==> src/rtl/fastica_pkg.sv <==
// Shared widths and accumulator-FSM state encoding for the FastICA datapath.
package fastica_pkg;

  localparam int unsigned DATA_W = 26;
  localparam int unsigned FRAC_W = 13;

  typedef logic [1:0] acc_state_t;

  localparam acc_state_t StIdle = 2'd0;
  localparam acc_state_t StAcc  = 2'd1;
  localparam acc_state_t StOut  = 2'd2;

endpackage

==> src/rtl/one_unit_acc_lane.sv <==
// One accumulator lane: sums sign-extended Q12.13 samples and registers the rounded mean.
module one_unit_acc_lane
  import fastica_pkg::*;
#(
  parameter int unsigned LOG_N = 8
) (
  input  logic              clk_i,
  input  logic              rst_ni,
  input  logic              clear_i,
  input  logic              add_i,
  input  logic              last_i,
  input  logic [DATA_W-1:0] zw_i,
  output logic [DATA_W-1:0] mean_o
);

  localparam int unsigned AccW = DATA_W + LOG_N;
  localparam logic [AccW-1:0] Rnd = AccW'(1) << (LOG_N - 1);

  logic [AccW-1:0]   acc_q, acc_d;
  logic [AccW-1:0]   sum;
  logic [AccW-1:0]   rnd;
  logic [DATA_W-1:0] mean_q, mean_d;
  logic              unused_rnd_lsbs;

  // The full sum plus half an LSB cannot leave AccW bits, so the mean is just a bit slice.
  always_comb begin
    sum    = acc_q + {{LOG_N{zw_i[DATA_W-1]}}, zw_i};
    rnd    = sum + Rnd;
    acc_d  = acc_q;
    mean_d = mean_q;
    if (clear_i) begin
      acc_d = '0;
    end else if (add_i) begin
      acc_d = sum;
      if (last_i) begin
        mean_d = rnd[LOG_N +: DATA_W];
      end
    end
  end

  assign unused_rnd_lsbs = ^rnd[LOG_N-1:0];

  always_ff @(posedge clk_i or negedge rst_ni) begin
    if (!rst_ni) begin
      acc_q  <= '0;
      mean_q <= '0;
    end else begin
      acc_q  <= acc_d;
      mean_q <= mean_d;
    end
  end

  assign mean_o = mean_q;

endmodule

==> src/rtl/one_unit_acc.sv <==
// Averages 2^LOG_N beats of four Q12.13 product streams into four rounded means.
module one_unit_acc
  import fastica_pkg::*;
#(
  parameter int unsigned LOG_N = 8
) (
  input  logic                     clk_acc,
  input  logic                     rst_n_acc,
  input  logic                     start,
  input  logic                     in_valid,
  output logic                     in_ready,
  input  logic signed [DATA_W-1:0] zw1,
  input  logic signed [DATA_W-1:0] zw2,
  input  logic signed [DATA_W-1:0] zw3,
  input  logic signed [DATA_W-1:0] zw4,
  output logic                     out_valid,
  input  logic                     out_ready,
  output logic signed [DATA_W-1:0] mean1,
  output logic signed [DATA_W-1:0] mean2,
  output logic signed [DATA_W-1:0] mean3,
  output logic signed [DATA_W-1:0] mean4,
  output logic                     busy
);

  localparam int unsigned CntW = LOG_N + 1;
  localparam logic [CntW-1:0] LastCnt = CntW'((1 << LOG_N) - 1);

  acc_state_t      state_q, state_d;
  logic [CntW-1:0] cnt_q, cnt_d;
  logic            clear;
  logic            accept;
  logic            last_beat;

  logic [DATA_W-1:0] zw_arr   [4];
  logic [DATA_W-1:0] mean_arr [4];

  assign in_ready  = (state_q == StAcc);
  assign out_valid = (state_q == StOut);
  assign busy      = (state_q != StIdle);
  assign accept    = in_valid && in_ready;
  assign last_beat = accept && (cnt_q == LastCnt);

  always_comb begin
    state_d = state_q;
    clear   = 1'b0;
    unique case (state_q)
      StIdle: begin
        if (start) begin
          clear   = 1'b1;
          state_d = StAcc;
        end
      end
      StAcc: begin
        if (last_beat) state_d = StOut;
      end
      StOut: begin
        if (out_ready) state_d = StIdle;
      end
      default: state_d = StIdle;
    endcase
  end

  always_comb begin
    cnt_d = cnt_q;
    if (clear) begin
      cnt_d = '0;
    end else if (accept) begin
      cnt_d = cnt_q + 1'b1;
    end
  end

  always_ff @(posedge clk_acc or negedge rst_n_acc) begin
    if (!rst_n_acc) begin
      state_q <= StIdle;
      cnt_q   <= '0;
    end else begin
      state_q <= state_d;
      cnt_q   <= cnt_d;
    end
  end

  assign zw_arr[0] = zw1;
  assign zw_arr[1] = zw2;
  assign zw_arr[2] = zw3;
  assign zw_arr[3] = zw4;

  for (genvar g = 0; g < 4; g++) begin : g_lane
    one_unit_acc_lane #(
      .LOG_N(LOG_N)
    ) u_lane (
      .clk_i  (clk_acc),
      .rst_ni (rst_n_acc),
      .clear_i(clear),
      .add_i  (accept),
      .last_i (last_beat),
      .zw_i   (zw_arr[g]),
      .mean_o (mean_arr[g])
    );
  end

  assign mean1 = mean_arr[0];
  assign mean2 = mean_arr[1];
  assign mean3 = mean_arr[2];
  assign mean4 = mean_arr[3];

endmodule
==> config.mk <==
export PLATFORM = sky130hd
export DESIGN_NAME = one_unit_acc
export DESIGN_NICKNAME = d
export VERILOG_FILES = /design/src/rtl/fastica_pkg.sv /design/src/rtl/one_unit_acc_lane.sv /design/src/rtl/one_unit_acc.sv
export SDC_FILE = /design/constraint.sdc
export NUM_CORES = 1
export LEC_CHECK = 0
export ABC_AREA = 1
export BUFFER_PORTS_ARGS = -buffer_cell sky130_fd_sc_hd__buf_2
export CAP_MARGIN = 25
export CORE_UTILIZATION = 40
export CTS_CLUSTER_DIAMETER = 150
export CTS_CLUSTER_SIZE = 20
export DETAILED_ROUTE_END_ITERATION = 10
export PLACE_DENSITY = 0.65
export SLEW_MARGIN = 20
export SYNTH_ARGS = -nofsm -noshare
export SYNTH_HDL_FRONTEND = slang
export SYNTH_SLANG_ARGS = --single-unit
==> constraint.sdc <==
create_clock -name clk_acc -period 4.62 [get_ports clk_acc]
set_clock_uncertainty 0.1 [all_clocks]
set_input_delay 0.231 -clock clk_acc [delete_from_list [all_inputs] [get_ports clk_acc]]
set_output_delay 0.231 -clock clk_acc [all_outputs]
set_load 0.02 [all_outputs]
Word-level counts from Yosys, hierarchy flattened

Index checks and enable logic that the tools add are counted.

Flip-flop bits (word level): 251
Bits of input ports: 109
Logic and storage cells: 49
Output and inout bits: 107

Bitwise logic cells: 1
Eq/ne operators: 6
Mux-type cells: 16
$add $sub $neg: 9
Reductions and logical operators: 7

Operator list:

| operator                                                              | number |
|---|---|
| 34-bit two-way mux                                                    | 8 |
| 34-bit adder                                                          | 4 |
| 34-bit by 8-bit adder with 34-bit output, second input constant       | 4 |
| 9-bit two-way mux                                                     | 2 |
| 9-bit by 1-bit adder with 9-bit output, second input constant         | 1 |
| 9-bit by 8-bit equality test with 1-bit output, second input constant | 1 |
| 2-bit two-way mux                                                     | 3 |
| 2-bit case mux with 3 select lines                                    | 1 |
| 3-bit AND reduction                                                   | 2 |
| 2-bit by 1-bit != test with 1-bit output, second input constant       | 2 |
| 2-bit nonzero test                                                    | 2 |
| 2-bit by 1-bit equality test with 1-bit output, second input constant | 1 |
| 2-bit equality test, second input constant                            | 1 |
| 1-bit logical AND                                                     | 2 |
| 2-bit logical NOT                                                     | 1 |
| 1-bit two-way mux                                                     | 2 |
| 2-bit != test, second input constant                                  | 1 |
| 1-bit NOT                                                             | 1 |

Logic depth before layout (Yosys ltp)

Word-level depth: 5
Depth in mapped cells: 22

By module

Synthesis repeated with hierarchy kept, for this count alone.

Cell total of the unflattened synthesis: 3973
Area, all modules: 24103.1 um^2

By module, submodules not included:

| module                                | cells an instance | instances | area each (um^2) |
|---|---|---|---|
| one_unit_acc_lane at g_lane[3].u_lane | 991               | 1         | 5934.4 |
| one_unit_acc_lane at g_lane[1].u_lane | 983               | 1         | 5888.1 |
| one_unit_acc_lane at g_lane[2].u_lane | 971               | 1         | 5884.4 |
| one_unit_acc_lane at g_lane[0].u_lane | 953               | 1         | 5776.8 |
| one_unit_acc                          | 75                | 1         | 619.3 |

Least setup slack after synthesis

OpenSTA, ideal clock, no wires.

Path type: register to register
From: reg g_lane[0].u_lane.acc_q[0]
To: reg g_lane[0].u_lane.mean_q[25]
Path buffers: 0
Path slack: 1.820 ns
Arrival: 2.583 ns
Setup time: 0.117 ns
Stages on the path, launching flop included: 18
Path through: dfrtp_1 > ha_1 > fa_1 > nand2_1 > nand3_1 > nand3_1 > nand2_2 > xor2_2 > ha_1 > nand3_1 > nor2_2 > nand2_2 > nor2_4 > nand2_4 > nor2_4 > nand3_1 > nand3_1 > nand2_1

Cells in the longest elaborated chain, start to end: 2

Ends and longest elaborated chain:

| item                                     | line                    | text |
|---|---|---|
| start: declaration                       | one_unit_acc_lane.sv:19 | `logic [AccW-1:0] acc_q, acc_d;` |
| start signal: assignment                 | one_unit_acc_lane.sv:45 | `acc_q <= '0;` |
| start signal: assignment                 | one_unit_acc_lane.sv:48 | `acc_q <= acc_d;` |
| 34-bit adder                             | one_unit_acc_lane.sv:27 | `sum = acc_q + {{LOG_N{zw_i[DATA_W-1]}}, zw_i};` |
| 34-bit by 8-bit adder with 34-bit output | one_unit_acc_lane.sv:28 | `rnd = sum + Rnd;` |
| end signal: assignment                   | one_unit_acc_lane.sv:49 | `mean_q <= mean_d;` |
| end: declaration                         | one_unit_acc_lane.sv:22 | `logic [DATA_W-1:0] mean_q, mean_d;` |

Every way passes these cells.
A chain may end at the register's enable or synchronous reset.

Worst setup path after layout

From: reg g_lane[3].u_lane.acc_q[0]
To: reg g_lane[3].u_lane.mean_q[25]

Cells in the longest elaborated chain, start to end: 2

Ends and longest elaborated chain:

| item                                     | line |
|---|---|
| start: declaration                       | one_unit_acc_lane.sv:19 |
| start signal: assignment                 | one_unit_acc_lane.sv:45 |
| start signal: assignment                 | one_unit_acc_lane.sv:48 |
| 34-bit adder                             | one_unit_acc_lane.sv:27 |
| 34-bit by 8-bit adder with 34-bit output | one_unit_acc_lane.sv:28 |
| end signal: assignment                   | one_unit_acc_lane.sv:49 |
| end: declaration                         | one_unit_acc_lane.sv:22 |

Every way passes these cells.

==> results.ini <==
[run_status]
status=finished, final reports clean

[placement]
numPortBuffers=215
hpwl_mm=57.5
place.gp.congestion=0.971

[synth]
synth_ff_type=dfrtp_1
yosys.area.top_type_share=0.276
synthTopCellsByArea=dfrtp_1 (28%), nand2_1 (26%), inv_1 (9.8%)
synthesis.area_per_instance_um2=6.01
synth-seq-cells=251
synth-edff-count=0
seq_area_frac_synth=0.276
yosysWarnings=0
postSynthCellCount=3784
syn_nets=4035
yosys.cell_types.count=50
syn-cell-area_um2=22700
synth.largest_area_cell=dfrtp_1
ys_async_sr_fraction=1.00

[power_and_ir_drop]
p_comb_frac=0.708
powerDensity_nw_per_um2=635
p_sw_w=0.00903
power.leakage_nw=14.7
power_frac_clock=0.093
netSwitchingFraction=0.564
ir_drop_mv=0.295
p_seq_frac=0.199
power_w=0.0160
internal-power_w=0.00699

[setup_path]
cp-startpoint=g_lane[3].u_lane.acc_q[0]
r2r-start=g_lane[3].u_lane.acc_q[0]
criticalPathCategory=flop to flop
path_cells=ha_1 > inv_1 > fa_1 > inv_1 > nand3_1 > nand3_1 > nand2_1 > nand2_1 > nand2_1 > nand2_1 > ha_1 > nand3_1 > nor2_2 > nand3_1 > nor2_1 > nand3_1 > nor2_1 > nand2_1 > nand3_1 > nand2_1
crit_path_max_incr_delay_ps=410
crit_path_start_kind=flop
worstPathArrival_ps=3780
path_max_fanout=4
crit_family=simple AND/OR/NAND/NOR gates
crit_buf_inv=2
endpoint_kind=flop
critPathSlowestCell=fa_1
critical_path_required_ps=4940

[clocking]
ctsResizeCount=0
postCtsSetupRepairBufs=0
ctsHoldBuffers=8
clkTransAtPathRegs_ps=90
numCtsBuffers=16
clock_latency_ps=540
cts_buffer_depth=3
clkSinkCount=251
ctsRootBufferMaster=clkbuf_16
cts_tree=yes
h-tree-depth=1

[die]
coreArea_um2=56300
die_h_um=240
ios=216
initial_core_util=0.404
num_rows=87
die-area_um2=57800
die_w_um=240

[cells_and_area]
syn2layout_area_growth_pct=10.9
fin_util=0.448
drive_gt1_frac=0.0833
regArea_um2=6280
final_nets=4235
fillers=6158
multiInputGateArea_um2=14000

[timing]
rsz0062_at_grt=no
tightestPinTransition_ps=858
setup_viol=0
finalCriticalPeriod_ps=3460
slew_headroom=0.427
clock.fmax_ghz=0.289
final_hold_viol_count=0
report.final.slew_viol_count=0
finalCritPeriodShare=0.748
tns_ps=0

[flow_run]
maxCapViolations=0

[detailed_routing]
avgRoutedWirePerCell_um=15.2
vias=23500
initialDrtViolationCount=1554
drc=0
drt_wl_total_mm=72.1
first_pass_iters=5
ant_nets=0
via_per_inst=4.95

[grt]
grt_pass1_wl_mm=114
grt_pass1_vias=21900
globalRouteOverflowTotal=0
antenna_found_initial=2
track_usage=0.248
grt_max_degree=107

[worst_hold_path]
min_from=zw3[1]
hold_class=input pin to flop

[layout make-up]
| type | instances | share of cell area |
|---|---|---|
| clock inverters | 2 | 0.000546 |
| repair buffers | 234 | 0.0507 |
| multi-input cells | 2883 | 0.556 |
| flip-flops and latches | 251 | 0.249 |
| well taps | 756 | 0.0375 |
| inverters | 598 | 0.0891 |
| clock buffers | 17 | 0.0169 |
| diodes | 1 | 0.0000992 |
[per-stage QoR]
step / setup WS (ps) / instances / instance area [um2] / hold WS (ps)
floorplan: 1820 / 3784 / 22700 / -165
global placement: 1280 / 4714 / 24700 / 228
detailed placement: 1230 / 4714 / 24700 / 228
CTS: 1220 / 4741 / 25200 / 45.2
global route: 863 / 4742 / 25200 / 75.1
finish: 1160 / 4742 / 25200 / 69.1
[final timing paths]
path,endpoint,slack (ps),depth (start not counted)
worst max register to register,g_lane[3].u_lane.mean_o[25],1160,20
min in group asynchronous,g_lane[2].u_lane.acc_q[31],180,2
worst min-delay path,g_lane[2].u_lane.acc_q[1],70,4
worst min register to register,cnt_q[2],350,1
worst max-delay path,g_lane[3].u_lane.mean_o[25],1160,20
max in group asynchronous,g_lane[3].u_lane.acc_q[8],3070,3
[layout by cell type (no fill, tap or decap), drive strengths merged, types with 8 or more instances in the layout]
cell type / count
o21ai: 194
buf: 226
inv: 597
dfrtp: 251
clkbuf: 17
and2: 9
xnor2: 19
nand2: 1597
ha: 138
o31ai: 13
nor3: 35
nand3: 308
nor2: 314
a22o: 11
xor2: 49
nor4: 8
o21bai: 10
nand3b: 19
a21oi: 88
dlygate4sd3: 8
nand4: 41
[power groups by stage]
| stage | registers [W] | clock network (W) | logic, W |
|---|---|---|---|
| after floorplan | 0.00310 | 0 | 0.00836 |
| after global placement | 0.00320 | 0 | 0.0111 |
| after detailed placement | 0.00322 | 0 | 0.0112 |
| after CTS | 0.00318 | 0.00156 | 0.0112 |
| after global routing | 0.00326 | 0.00162 | 0.0129 |
| final | 0.00319 | 0.00149 | 0.0113 |
[cell families (layout without fill, tap and decap cells)]
group / after synthesis / in the layout / synth area share
adder cells (fa/ha/maj): 142 / 142 / 0.0795
AO/OA/AOI/OAI: 336 / 336 / 0.0809
flip-flops: 251 / 251 / 0.276
XOR/XNOR: 68 / 68 / 0.0272
AND/OR/NAND/NOR: 2337 / 2337 / 0.428
buffers and inverters: 650 / 851 / 0.108
other: 0 / 1 / 0
[state kept, by name, summed over array words and instances (netlist names)]
name	flops
state_q	2
g_lane.u_lane.mean_o	104
cnt_q	9
g_lane.u_lane.acc_q	136
[synthesized netlist by cell type (5+ instances only)]
cell type / n
a21oi_1: 86
a22o_1: 11
and2_1: 9
buf_1: 10
buf_2: 5
clkbuf_1: 36
dfrtp_1: 251
ha_1: 138
inv_1: 593
nand2_1: 1576
nand2_2: 18
nand3_1: 297
nand3_2: 11
nand3b_1: 19
nand4_1: 41
nor2_1: 278
nor2_2: 22
nor2_4: 13
nor3_1: 32
nor4_1: 8
o21ai_0: 188
o21ai_1: 6
o21bai_1: 10
o31ai_1: 13
xnor2_1: 18
xor2_1: 47
[tightest hold or removal path, cell delays in order]
cell and delay (ps):
buf_2 120, inv_1 70, fa_1 160, o22ai_1 80
[per-layer routing]
layer / up-vias / routed length (um) / global-route usage
met1: 10700 / 35100 / 0.351
met3: 62 / 3160 / 0.0228
li1: 12200 / - / -
met2: 530 / 32400 / 0.408
met4: 2 / 1400 / 0.0513
met5: - / 11 / 0
Power figures use the tool's default switching activity.
